## src/rtl/ldl_hot2bin_pkg.sv

```systemverilog
// Shared types and helpers for the hot-to-binary request arbiter.
package ldl_hot2bin_pkg;

    // Grant ordering policy.
    typedef enum logic {
        LDL_H2B_FIXED = 1'b0,
        LDL_H2B_RR    = 1'b1
    } ldl_h2b_mode_e;

    // Widest request vector the helpers below handle.
    localparam int unsigned LDL_H2B_MAX_HOT = 64;

    // One-hot of an index; indices at or beyond LDL_H2B_MAX_HOT yield zero.
    function automatic logic [LDL_H2B_MAX_HOT-1:0] ldl_h2b_onehot(input int unsigned idx);
        logic [LDL_H2B_MAX_HOT-1:0] vec;
        vec = '0;
        if (idx < LDL_H2B_MAX_HOT) begin
            vec[idx] = 1'b1;
        end
        return vec;
    endfunction

    // Number of set bits in a vector.
    function automatic int unsigned ldl_h2b_popcount(input logic [LDL_H2B_MAX_HOT-1:0] vec);
        int unsigned cnt;
        cnt = 0;
        for (int unsigned i = 0; i < LDL_H2B_MAX_HOT; i++) begin
            cnt = cnt + 32'(vec[i]);
        end
        return cnt;
    endfunction

endpackage

```

## src/rtl/ldl_hot2bin_arb_rr_pick.sv

```systemverilog
// Combinational winner selection: first set bit at or above ptr, else lowest set bit.
module ldl_rr_pick
    import ldl_hot2bin_pkg::*;
#(
    parameter int unsigned BIN_WIDTH = 4,
    parameter int unsigned HOT_WIDTH = 32'd1 << BIN_WIDTH
) (
    input  logic [HOT_WIDTH-1:0] pend,
    input  logic [BIN_WIDTH-1:0] ptr,
    output logic [BIN_WIDTH-1:0] winner_c,
    output logic                 found_c
);

    logic [HOT_WIDTH-1:0] masked;
    logic                 hit_hi;
    logic                 hit_lo;
    logic [BIN_WIDTH-1:0] idx_hi;
    logic [BIN_WIDTH-1:0] idx_lo;

    // Keep only requests at or above the pointer for the first scan.
    always_comb begin
        masked = '0;
        for (int i = 0; i < int'(HOT_WIDTH); i++) begin
            masked[i] = pend[i] & (BIN_WIDTH'(i) >= ptr);
        end
    end

    // Two lowest-index scans; the masked hit wins, the unmasked one covers wrap-around.
    always_comb begin
        hit_hi = 1'b0;
        hit_lo = 1'b0;
        idx_hi = '0;
        idx_lo = '0;
        for (int i = 0; i < int'(HOT_WIDTH); i++) begin
            if (masked[i] && !hit_hi) begin
                hit_hi = 1'b1;
                idx_hi = BIN_WIDTH'(i);
            end
            if (pend[i] && !hit_lo) begin
                hit_lo = 1'b1;
                idx_lo = BIN_WIDTH'(i);
            end
        end
        found_c  = hit_lo;
        winner_c = hit_hi ? idx_hi : idx_lo;
    end

endmodule

```

## src/rtl/ldl_hot2bin_arb.sv

```systemverilog
// Captures request pulses into a pending vector and hands out one binary index
// per valid/ready transfer, in fixed-priority or round-robin order.
module ldl_hot2bin_arb
    import ldl_hot2bin_pkg::*;
#(
    parameter int unsigned   BIN_WIDTH = 4,
    parameter int unsigned   HOT_WIDTH = 32'd1 << BIN_WIDTH,
    parameter ldl_h2b_mode_e MODE      = LDL_H2B_RR
) (
    input  logic                 clk,
    input  logic                 rst_n,
    input  logic                 flush,
    input  logic [HOT_WIDTH-1:0] req,
    output logic                 out_valid,
    input  logic                 out_ready,
    output logic [BIN_WIDTH-1:0] out_bin,
    output logic [HOT_WIDTH-1:0] out_hot,
    output logic [BIN_WIDTH:0]   pend_cnt,
    output logic                 busy
);

    localparam int unsigned CNT_W = BIN_WIDTH + 1;

    // Reject request widths the index or the helper functions cannot represent.
    if (HOT_WIDTH < 2 || HOT_WIDTH > (32'd1 << BIN_WIDTH) || HOT_WIDTH > LDL_H2B_MAX_HOT) begin : g_bad_width
        $error("ldl_hot2bin_arb: HOT_WIDTH out of range for BIN_WIDTH");
    end

    logic [HOT_WIDTH-1:0] pend_q;
    logic [BIN_WIDTH-1:0] ptr_q;

    logic [BIN_WIDTH-1:0] winner_c;
    logic                 found_c;
    logic                 load_c;
    logic [HOT_WIDTH-1:0] win_hot_c;
    logic [HOT_WIDTH-1:0] clr_vec_c;
    logic [HOT_WIDTH-1:0] pend_nxt_c;
    logic [BIN_WIDTH-1:0] ptr_nxt_c;

    // Winner is chosen from registered pending bits only; fresh requests wait a cycle.
    ldl_rr_pick #(
        .BIN_WIDTH (BIN_WIDTH),
        .HOT_WIDTH (HOT_WIDTH)
    ) u_pick (
        .pend     (pend_q),
        .ptr      (ptr_q),
        .winner_c (winner_c),
        .found_c  (found_c)
    );

    // Load when something is pending and the output slot is free or being drained.
    always_comb begin
        load_c     = (|pend_q) & (~out_valid | out_ready);
        win_hot_c  = HOT_WIDTH'(ldl_h2b_onehot(32'(winner_c)));
        clr_vec_c  = load_c ? win_hot_c : '0;
        pend_nxt_c = (pend_q & ~clr_vec_c) | req;
        ptr_nxt_c  = ptr_q;
        if (MODE == LDL_H2B_RR && load_c) begin
            ptr_nxt_c = (32'(winner_c) == HOT_WIDTH - 1) ? '0 : winner_c + BIN_WIDTH'(1);
        end
    end

    // Pending vector: a new request on the bit being granted keeps it set.
    always_ff @(posedge clk or negedge rst_n) begin
        if (!rst_n) begin
            pend_q <= '0;
        end else if (flush) begin
            pend_q <= '0;
        end else begin
            pend_q <= pend_nxt_c;
        end
    end

    // Output holding register; out_bin keeps its last value after an accept.
    always_ff @(posedge clk or negedge rst_n) begin
        if (!rst_n) begin
            out_valid <= 1'b0;
            out_bin   <= '0;
            out_hot   <= '0;
        end else if (flush) begin
            out_valid <= 1'b0;
            out_bin   <= '0;
            out_hot   <= '0;
        end else if (load_c) begin
            out_valid <= 1'b1;
            out_bin   <= winner_c;
            out_hot   <= win_hot_c;
        end else if (out_valid && out_ready) begin
            out_valid <= 1'b0;
            out_hot   <= '0;
        end
    end

    // Round-robin pointer: one past the last winner, wrapping at HOT_WIDTH.
    always_ff @(posedge clk or negedge rst_n) begin
        if (!rst_n) begin
            ptr_q <= '0;
        end else if (flush) begin
            ptr_q <= '0;
        end else begin
            ptr_q <= ptr_nxt_c;
        end
    end

    // Status derived from registers only.
    always_comb begin
        pend_cnt = CNT_W'(ldl_h2b_popcount(LDL_H2B_MAX_HOT'(pend_q)));
        busy     = (|pend_q) | out_valid;
    end

endmodule

```

## config.mk

```make
export PLATFORM = sky130hd
export DESIGN_NAME = ldl_hot2bin_arb
export DESIGN_NICKNAME = d
export VERILOG_FILES = /design/src/rtl/ldl_hot2bin_pkg.sv /design/src/rtl/ldl_hot2bin_arb_rr_pick.sv /design/src/rtl/ldl_hot2bin_arb.sv
export SDC_FILE = /design/constraint.sdc
export NUM_CORES = 1
export LEC_CHECK = 0
export ABC_AREA = 1
export CORE_ASPECT_RATIO = 0.7
export CORE_MARGIN = 3
export CORE_UTILIZATION = 35
export CTS_BUF_LIST = sky130_fd_sc_hd__clkbuf_8
export DETAILED_ROUTE_END_ITERATION = 6
export SYNTH_ARGS = -nofsm -noshare
export SYNTH_HDL_FRONTEND = slang
export SYNTH_SLANG_ARGS = --single-unit
```

## constraint.sdc

```tcl
create_clock -name clk -period 7.5 [get_ports clk]
set_input_delay 1.125 -clock clk [delete_from_list [all_inputs] [get_ports clk]]
set_output_delay 1.125 -clock clk [all_outputs]
set_load 0.005 [all_outputs]
```

# After elaboration in Yosys (flattened, before gate mapping)
# Index checks and enable logic that the tools add are counted.
# word_totals
register_bits	41
latch_bits	0
ram_bits	0
romBits	0
inputBits	20
output_inout_bits	27
elab_cells	205
mem_count	0
# op_classes
n_addsub	16
mul	0
div	0
n_lt_le_gt_ge	18
n_eq_ne	1
n_shift	0
n_mux	77
bitwise	23
n_reduce_logical	65
# ops
cell	count
$mux 4	22
$mux 16	5
$add 5x1->5	11
$mux 1	37
$ge 4x4->1 const A	8
$logic_and 1x1->1	32
$logic_not 1->1	30
$mux 3	8
$and 1x1->1	17
$and 16x16->16	1
$ge 3x4->1 const A	4
$not 16->16	1
$or 16x16->16	1
$reduce_or 16->1	1
$ge 1x4->1 const A	2
$ge 2x4->1 const A	2
$mux 2	4
$lt 4x7->1 const B	1
$add 4x1->5	1
$add 3x1->4	1
$add 4x1->4 const B	1
$demux 1 s4	1
$eq 4x4->1 const B	1
$ge 4x1->1 const B	1
6 further kinds	7

# Longest topological paths before layout
# logic_depth
depth_word	58
depth_mapped	23
depth_no_buf	23

# By module
# Synthesis repeated with hierarchy kept, for this count alone.
# unflattened
cells_unflattened	416
area_unflattened_um2	3228.1
# modules_own_cells
mod	instances	cells_each	area_per_inst_um2	seq_area_each_um2
ldl_hot2bin_arb	1	284	2551.2	1026.0
ldl_rr_pick	1	132	676.9	0.0

# Least setup slack after synthesis
# Ideal clock, no wire load.
# synth_path
path_kind	reg2out
startpoint	reg pend_q[0]
endpoint	out pend_cnt[4]
arrival_time_ns	3.231
required_time_ns	6.375
setup_slack_ns	3.144
path_stages_with_launch	12
n_path_buf	0
cell_sequence	dfrtp_1 fa_1 inv_1 fa_1 fa_1 fa_1 inv_1 ha_1 inv_1 fa_1 nor2_1 o21a_1
# synth_via
elab_chain_cells	15
# synth_rtl
element	line_no	source
from (decl)	ldl_hot2bin_arb.sv:29	logic [HOT_WIDTH-1:0] pend_q;
from (signal assigned)	ldl_hot2bin_arb.sv:70	pend_q <= pend_nxt_c;
$add 1x1->2	ldl_hot2bin_pkg.sv:28	cnt = cnt + 32'(vec[i]);
$add 2x1->3	ldl_hot2bin_pkg.sv:28	
$add 3x1->4	ldl_hot2bin_pkg.sv:28	
$add 4x1->5	ldl_hot2bin_pkg.sv:28	
$add 5x1->5 (11 in series)	ldl_hot2bin_pkg.sv:28	
to (decl)	ldl_hot2bin_arb.sv:18	output logic [BIN_WIDTH:0] pend_cnt,
# Every way passes these cells.

# Final worst setup path
# layout_path
startpoint	reg pend_q[5]
endpoint	out pend_cnt[4]
# layout_via
elab_chain_cells	11
# layout_rtl
element	line_no
$add 5x1->5 (11 in series)	ldl_hot2bin_pkg.sv:28
# Every way passes these cells.

==> key figures <==
Floorplan
  • I/O pin cnt: 47
  • Row cnt: 26
  • Die area: 9050 sq um
  • Die X: 112 microns
  • Initial Utilization: 37.1%
  • Core area: 7480 sq um
  • Die height: 80.5 microns

Clock tree
  • H-tree levels: 2
  • Clk sinks: 41
  • CTS root buffer: clkbuf_8
  • Post-CTS resize count: 0
  • TritonCTS clock tree: done
  • Hold buffers post-CTS: 0
  • Post-CTS Setup Bufs: 0
  • Clk buf depth: 2
  • TritonCTS buffer count: 5
  • Clock Latency Late Sink: 290 ps
  • Worst-path clk slew: 80 ps

Critical path
  • CP Capture Type: output pin
  • Crit path kind: reg -> out
  • Crit path max fanout: 5
  • Reg2reg setup slack: 4580 ps
  • CP Cell Sequence: inv_1 > fa_1 > fa_1 > fa_1 > fa_1 > inv_1 > ha_1 > inv_1 > fa_1 > nor2_1 > o21a_1 > clkdlybuf4s50_1
  • CP bufs+invs: 4
  • Slowest-stage cell, CP: fa_1
  • Required time worst endpoint: 6380 ps
  • Arr. time, crit path: 4150 ps
  • CP Launch Type: flip-flop
  • Reg-to-Reg End: pend_q[1]$_DFF_PN0_
  • Worst r2r src: pend_q[0]$_DFF_PN0_
  • Crit-path most repeated cell: fa_1
  • R2r worst-path depth: 20
  • Largest stage delay, worst path: 560 ps
  • Worst path top cell family by delay: adder cells

Final layout
  • Number of diodes: 0
  • Nets: 444
  • Final Core Density: 45.8%
  • Layout cells sized above 1: 8.37%
  • Area growth from synthesis to final layout: 23.3%

Timing
  • Final hold vios: 0
  • Final hold slack: 487 ps
  • Slew headroom: 37.2%
  • Actual transition at the worst max-transition pin: 942 ps
  • Clock Skew: 7.91 ps
  • Fmax achieved: 190 MHz
  • Unrepaired setup endpoints after global routing: no
  • Final setup fails: 0
  • Final Critical Period: 5280 ps
  • Fin crit share: 70.3%
  • Setup TNS: 0 ps
  • Max-slew violation count: 0

Drt
  • Vias per cell: 4.96
  • Residual DRC: 0
  • DR pass1 iterations: 4
  • Avg WL per Cell: 14.4 microns
  • Via count: 2,501
  • Post-route ant nets: 0
  • Routed WL: 7230 microns
  • DR iter-0 viols: 221

Yosys
  • Syn_area_per_cell: 7.78 sq um
  • Netlist area before placement: 2780 sq um
  • Yosys warnings: 0
  • Yosys top cell area share: 37.0%
  • Post-synth cell types: 35
  • Seq cells post-synth: 41
  • Synth Instances: 357
  • Sequential-to-total area share from yosys stat: 37.0%
  • Post-synth net total: 396
  • Synth area leaders: dfrtp_1 37%, nand2_1 10%, inv_1 7.7%
  • Yosys top cell by area: dfrtp_1

GRT
  • Antenna violations before repair: 0
  • Vias in the first global route: 2,521
  • Total track usage: 17.1%
  • First-pass GRT wire length: 12,500 microns
  • Remaining Overflow, GRT: 0
  • Largest net degree at the start of global routing: 42

Placement
  • Gpl congestion: 0.875
  • DP HPWL: 5790 microns
  • Port buffer count: 46

Hold path
  • Hold depth: 2
  • Hold Startpoint: out_bin[2]$_DFFE_PN0P_
  • Worst hold endpoint: out_bin[2]$_DFFE_PN0P_
  • Hold Path Class: reg -> reg

Pwr
  • Max rail drop VDD: 0.123 mV
  • Pleak: 1.63 nW
  • P per Cell Area: 298 nW/um^2

Job
  • Number of max-cap violations: 0

Outcome
  • Status: completed
[power breakdown]
group	switching (mW)	internal, mW
logic	0.321	0.257
registers	0.0383	0.255
clock network	0.0837	0.0661
total	0.443	0.578
[through the flow]
stage	std cells	power (mW)	worst slack, ps	instance area, sq um
after CTS	504	1.03	2200	3420
after detailed placement	496	0.877	2530	3330
after floorplan	357	0.641	3140	2780
final	504	1.02	2220	3420
after global placement	496	0.872	2600	3330
after global routing	504	1.12	1990	3420
[per-layer routing]
layer,GRT usage [%],routed length [microns],vias up
met3,3.99,479,2
li1,-,-,1254
met5,0,0,-
met4,1.80,10,0
met1,25.1,3600,1172
met2,26.5,3140,73
[layout by cell type, fill, tap and decap left out, drive strengths merged, types with 2 or more instances in the layout]
master	instances
o21ai	26
clkdlybuf4s50	45
clkbuf	5
nand3	36
a21oi	22
xnor2	2
nand4	12
ha	9
o211ai	2
nor3	4
nor2	34
inv	61
nor3b	2
fa	10
nand2	83
dfrtp	41
buf	2
[logic make-up (layout without fill, tap and decap cells)]
family / count (synthesis) / in the layout / share of synthesized area (%)
compound gates: 56 / 56 / 11.3
xor+xnor: 2 / 2 / 0.631
fa+ha+maj: 19 / 19 / 11.3
buf+inv: 66 / 115 / 9.10
flops: 41 / 41 / 37.0
simple gates: 173 / 173 / 30.7
[worst register-to-register path, cell delays in order, from the launching register on]
cell	delay, ps
dfrtp_1	440
inv_1	110
ha_1	260
nand2_1	130
nor3_2	340
nand3_1	180
nand2_1	90
inv_1	40
nand2_1	60
nand2_1	50
nand2_1	60
nand2_1	50
nand2_1	50
nand2_1	50
nand2_1	70
nand2_2	100
inv_1	90
ha_1	280
nand3_1	170
a21oi_1	150
nor2_1	50
[flip-flops by register name, summed over array words and instances, names as in the netlist]
signal     cells
out_hot       16
pend_q        16
out_bin        4
ptr_q          4
out_valid      1
[synthesized netlist by cell type, drive strengths merged]
library cell,count
nand2,83
inv,60
dfrtp,41
nand3,36
nor2,34
o21ai,26
a21oi,22
nand4,12
fa,10
ha,9
nor3,4
buf,3
clkbuf,3
nor3b,2
o211ai,2
xnor2,2
a22oi,1
a31oi,1
nand3b,1
o21a,1
o221ai,1
o22ai,1
o32ai,1
or2,1
[worst max path at each step]
stage,from,end,slack [ps],cells past startpoint
6_report,pend_q[5]$_DFF_PN0_,pend_cnt[4],2220,12
5_1_grt,pend_q[5]$_DFF_PN0_,pend_cnt[4],1990,12
4_1_cts,pend_q[5]$_DFF_PN0_,pend_cnt[4],2200,12
3_5_place_dp,pend_q[5]$_DFF_PN0_,pend_cnt[4],2530,12
3_3_place_gp,pend_q[5]$_DFF_PN0_,pend_cnt[4],2600,12
2_1_floorplan,pend_q[0]$_DFF_PN0_,pend_cnt[4],3140,11
[area by class of cell]
class	instances	area (sq um)
Fill cell	757	4060
Multi-Input combinational cell	250	1500
Sequential cell	41	1030
Timing Repair Buffer	47	463
Inverter	60	225
Tap cell	98	123
Clock buffer	5	68.8
Clock inverter	3	21.3
Note: power is estimated with default switching activity, not from simulation.
